<file path="config.mk">
export PLATFORM = sky130hd
export DESIGN_NAME = mem_port_arbiter
export DESIGN_NICKNAME = d
export VERILOG_FILES = /design/src/rtl/mem_port_arbiter.sv
export SDC_FILE = /design/constraint.sdc
export NUM_CORES = 1
export LEC_CHECK = 0
export ABC_AREA = 1
export BUFFER_PORTS_ARGS = -buffer_cell sky130_fd_sc_hd__buf_4
export CORE_ASPECT_RATIO = 2
export CORE_MARGIN = 3
export CORE_UTILIZATION = 49
export DETAILED_ROUTE_END_ITERATION = 6
export HOLD_SLACK_MARGIN = 0.06
export PLACE_DENSITY = 0.85
export SLEW_MARGIN = 20
export SYNTH_ARGS = -nofsm -noshare
export SYNTH_HDL_FRONTEND = slang
export SYNTH_SLANG_ARGS = --single-unit
</file>
<file path="constraint.sdc">
create_clock -name clk -period 3 [get_ports clk]
set_input_delay 0.6 -clock clk [delete_from_list [all_inputs] [get_ports clk]]
set_output_delay 0.6 -clock clk [all_outputs]
set_load 0.005 [all_outputs]
</file>
<file path="src/rtl/mem_port_arbiter.sv">
// Arbitrates a single-port, variable-latency memory between the fetch port and the data port.
// Data wins ties, but after MAX_DSTREAK consecutive data grants with IF waiting, IF is forced in.
module mem_port_arbiter #(
  parameter int AW          = 32,
  parameter int DW          = 32,
  parameter int MAX_DSTREAK = 4
) (
  input  logic          clk,
  input  logic          rst,
  input  logic          if_req,
  input  logic [AW-1:0] if_adr,
  output logic [DW-1:0] if_inst,
  output logic          if_stall,
  input  logic          dm_read,
  input  logic          dm_write,
  input  logic [AW-1:0] dm_adr,
  input  logic [DW-1:0] dm_wdata,
  output logic [DW-1:0] dm_rdata,
  output logic          dm_stall,
  output logic          mem_req,
  output logic          mem_we,
  output logic [AW-1:0] mem_adr,
  output logic [DW-1:0] mem_wdata,
  input  logic          mem_ack,
  input  logic [DW-1:0] mem_rdata,
  output logic          busy
);

  localparam int SW = $clog2(MAX_DSTREAK + 1);
  localparam logic [SW-1:0] SMAX = SW'(MAX_DSTREAK);

  typedef enum logic [1:0] {IDLE, SERVE_I, SERVE_D} state_t;

  state_t        state_q, state_d;
  logic          mem_we_q, mem_we_d;
  logic [AW-1:0] mem_adr_q, mem_adr_d;
  logic [DW-1:0] mem_wdata_q, mem_wdata_d;
  logic [DW-1:0] if_inst_q, if_inst_d;
  logic [DW-1:0] dm_rdata_q, dm_rdata_d;
  logic          if_done_q, if_done_d;
  logic          dm_done_q, dm_done_d;
  logic [SW-1:0] streak_q, streak_d;

  logic dreq, ireq, force_if;

  // A port in its done cycle is released, so it must not be re-granted.
  assign dreq     = (dm_read | dm_write) & ~dm_done_q;
  assign ireq     = if_req & ~if_done_q;
  assign force_if = ireq & (streak_q == SMAX);

  always_comb begin
    state_d     = state_q;
    mem_we_d    = mem_we_q;
    mem_adr_d   = mem_adr_q;
    mem_wdata_d = mem_wdata_q;
    if_inst_d   = if_inst_q;
    dm_rdata_d  = dm_rdata_q;
    if_done_d   = 1'b0;
    dm_done_d   = 1'b0;
    streak_d    = streak_q;
    case (state_q)
      IDLE: begin
        if (dreq && !force_if) begin
          state_d     = SERVE_D;
          mem_adr_d   = dm_adr;
          mem_wdata_d = dm_wdata;
          mem_we_d    = dm_write;
          if (!if_req)              streak_d = '0;
          else if (streak_q != SMAX) streak_d = streak_q + SW'(1);
        end else if (ireq) begin
          state_d   = SERVE_I;
          mem_adr_d = if_adr;
          mem_we_d  = 1'b0;
          streak_d  = '0;
        end
      end
      SERVE_I: begin
        if (mem_ack) begin
          state_d   = IDLE;
          if_done_d = 1'b1;
          if_inst_d = mem_rdata;
        end
      end
      SERVE_D: begin
        if (mem_ack) begin
          state_d   = IDLE;
          dm_done_d = 1'b1;
          if (!mem_we_q) dm_rdata_d = mem_rdata;
        end
      end
      default: state_d = IDLE;
    endcase
  end

  always_ff @(posedge clk) begin
    if (!rst) begin
      state_q     <= IDLE;
      mem_we_q    <= 1'b0;
      mem_adr_q   <= '0;
      mem_wdata_q <= '0;
      if_inst_q   <= '0;
      dm_rdata_q  <= '0;
      if_done_q   <= 1'b0;
      dm_done_q   <= 1'b0;
      streak_q    <= '0;
    end else begin
      state_q     <= state_d;
      mem_we_q    <= mem_we_d;
      mem_adr_q   <= mem_adr_d;
      mem_wdata_q <= mem_wdata_d;
      if_inst_q   <= if_inst_d;
      dm_rdata_q  <= dm_rdata_d;
      if_done_q   <= if_done_d;
      dm_done_q   <= dm_done_d;
      streak_q    <= streak_d;
    end
  end

  assign mem_req   = (state_q != IDLE);
  assign busy      = (state_q != IDLE);
  assign mem_we    = mem_we_q;
  assign mem_adr   = mem_adr_q;
  assign mem_wdata = mem_wdata_q;
  assign if_inst   = if_inst_q;
  assign dm_rdata  = dm_rdata_q;
  assign if_stall  = ireq;
  assign dm_stall  = dreq;

endmodule

</file>
==> metrics.md <==
| Metric | Value |
|---|---|
| Status | `finished clean` |
| Final Cell Area | `7940 um^2` |
| Final Setup Violations | `0` |
| HPWL reported at the end of detailed placement | `~12,000 um` |
| Largest net degree at the start of global routing | `72` |
| Commonest non-fill, non-tap cells in the layout | `buf_4 (273), nor2_1 (256), dfxtp_1 (136)` |
| Top delay family on crit path | `buffers and inverters` |
| GR Overflow Total | `0` |
| Drt total wl | `16,700 um` |
| Post-Syn Nets | `873` |
| Die area | `12,300 um^2` |
| Final cell count without fillers | `1,130` |
| Hold crit path type | `primary input to register` |
| Drt drc | `0` |
| Cell count after placement | `approximately 1,100` |
| Unrepaired setup endpoints after global routing | `false` |
| Cell variety after synth | `22` |
| Crit path capture | `dm_rdata[1]` |
| GPL Wtd Cong | `about 0.82` |
| Clk root buf | `clkbuf_16` |
| Post-CTS setup buffer count | `0` |
| Total number of vias | `5,570` |
| Clk_lat worst skew | `410 ps` |
| Die height | `around 150 um` |
| CP Max Fanout | `32` |
| TritonCTS clock tree | `done` |
| Power Dens Cells | `663 nW/um^2` |
| Most common cell after layout, fill and taps aside | `buf_4` |
| Final min period | `2150 ps` |
| Worst Tran Pin Value | `between 900 and 1000 ps` |
| Post-synthesis instance total | `734` |
| Worst clock skew | `about 12 ps` |
| Setup TNS | `0 ps` |
| Startpoint types | `register` |
| Quantity of I/O buffers inserted on ports | `266` |
| Clk slew on worst S/H paths | `60 ps` |
| Area Growth Syn to Fin | `48.2%` |
| Critical path depth | `7` |
| CP cell instances | `inv_1 > ha_1 > nand2_1 > nor2_2 > clkinv_1 > nor2_1 > nor2_1` |
| Final Hold Fails | `0` |
| Worst Path Buf+Inv | `2` |
| Vias in the first global route | `between 5,000 and 6,000` |
| Num CTS Buffers | `17` |
| Depth of the most critical reg-to-reg path | `7` |
| CP most frequent cell | `nor2_1` |
| Top-Level Pins | `267` |
| Worst slack, placed | `782 ps` |
| Max Freq | `465 MHz` |
| Synth warn | `0` |
| Area leader, netlist | `dfxtp_1` |
| Total track usage | `0.273` |
| Synth Register Bits | `roughly 140` |
| Global-route wire length before repair | `approximately 26,000 um` |
| Setup ws final | `849 ps` |
| Antenna cells | `0` |
| CP required | `3300 ps` |
| Row cnt | `53` |
| Placed inst area | `7380 um^2` |
| Max-cap violation count | `0` |
| Worst r2r dst | `dm_rdata[1]` |
| DIE WIDTH | `between 70 and 80 um` |
| # resized after CTS | `0` |
| 1st-pass router iterations | `4` |
| Hold buffers post-CTS | `0` |
| Post-synthesis sequential area ratio | `0.508` |
| Clk buf depth | `2` |
| R2r setup slk | `roughly 850 ps` |
| Worst VDD drop | `580 uV` |
| Peak per-stage delay on the critical path | `750 ps` |
| Yosys top cell area share | `0.508` |
| Period utilization | `0.717` |
| Max-slew headroom | `0.362` |
| WS Path Type | `register to register` |
| Iteration-0 DRC Markers | `228` |
| Area of the core | `10,600 um^2` |
| Area contributors post-synth | `dfxtp_1 (51%), nor2_1 (18%), o21ai_0 (12%)` |
| CP arrival | `2450 ps` |
| Post-DR wirelength/cell | `14.8 um` |
| Fin. max-slew vios | `0` |
| Starting density of the core | `0.505` |
| Post-DRT Antenna Nets | `0` |
| Sequential Area | `approximately 2700 um^2` |
| Mean Syn Cell Area | `between 7 and 8 um^2` |
| Fill count | `827` |
| Capturing element type of the critical path | `register` |
| Area of the multi-input gates | `2220 um^2` |
| Share of post-route cells with drive strength above 1 | `0.333` |
| Layout Nets | `1,119` |
| Critical path startpoint | `state_q[0]` |
| Initial antenna violation count | `0` |
| Critical path's slowest cell | `clkinv_1` |
| Vias per Instance | `4.93` |
| Post-Syn Area | `5360 um^2` |
| Leak | `3.95 nW` |
| H-tree depth | `4` |
| Clock Sinks | `136` |
| RR Startpoint | `state_q[0]` |
==> registers in the layout, summed over array words and instances, names as in the netlist <==
signal / flops
streak_q: 3
dm_done_q: 1
if_inst: 32
if_done_q: 1
state_q: 2
mem_adr: 32
dm_rdata: 32
mem_we: 1
mem_wdata: 32
==> cell usage after synthesis <==
| master | instances |
|---|---|
| a21oi_2 | 8 |
| a21oi_1 | 30 |
| inv_2 | 4 |
| buf_6 | 2 |
| nor2_1 | 257 |
| clkbuf_1 | 28 |
| buf_4 | 4 |
| nand3_1 | 5 |
| nor2_4 | 3 |
| nand4_1 | 1 |
| ha_1 | 5 |
| inv_1 | 47 |
| nand2_1 | 51 |
| o21ai_0 | 126 |
| buf_2 | 12 |
| nand2_4 | 1 |
| dfxtp_1 | 136 |
| o21ai_1 | 4 |
| nand2_2 | 1 |
| nor2_2 | 7 |
| clkbuf_2 | 1 |
| nor3_1 | 1 |
==> power by group <==
part           switching, mW  internal, mW
combinational          0.592         0.557
clock                  0.842          1.12
sequential             0.119          2.03
==> worst min-delay path by stage <==
stage	from	endpoint	slack, ps	cells after the start
after global routing	dm_wdata[18]	mem_wdata[18]	410	3
final	dm_wdata[28]	mem_wdata[28]	410	3
after global placement	if_inst[16]	if_inst[16]	460	2
after detailed placement	if_inst[6]	if_inst[6]	470	2
after CTS	dm_wdata[10]	mem_wdata[10]	400	3
after floorplan	state_q[1]	state_q[1]	460	2
==> logic make-up (layout without fill, tap and decap cells) <==
| family | count (synthesis) | in the layout | share of synthesized area |
|---|---|---|---|
| DFF | 136 | 136 | 0.508 |
| adders and majority gates | 5 | 5 | 0.0117 |
| and+or+nand+nor | 327 | 327 | 0.240 |
| buffers and inverters | 98 | 357 | 0.0773 |
| AOI/OAI and AO/OA | 168 | 168 | 0.163 |
==> stage by stage <==
step	hold slack, ps	util	power (mW)
CTS	397	0.748	5.31
finish	407	0.748	5.26
global placement	463	0.695	3.31
detailed placement	473	0.695	3.34
global route	408	0.748	5.53
floorplan	457	-	2.72
==> area by class of cell <==
| cell class | instances | share of cell area |
|---|---|---|
| well taps | 137 | 0.0216 |
| flip-flops and latches | 136 | 0.343 |
| clock inverters | 13 | 0.0139 |
| multi-input cells | 500 | 0.280 |
| inverters | 51 | 0.0241 |
| repair buffers | 274 | 0.261 |
| clock buffers | 19 | 0.0570 |
==> tightest hold or removal path: cells and delay by family <==
kind | cells | cell delay [ps]
AND/OR/NAND/NOR | 2 | 110
buffers and inverters | 1 | 80
==> per-layer routing <==
layer  track usage  wire [um]  up-vias  part of all wire
met5             0          0        -                 0
met4         0.141        721        0             0.043
met3        0.0844       1310       50             0.079
met2         0.485       8840      222              0.53
met1         0.279       5820     2504              0.35
li1              -          -     2794                 -
No activity file was read; power rests on OpenSTA's default activity.
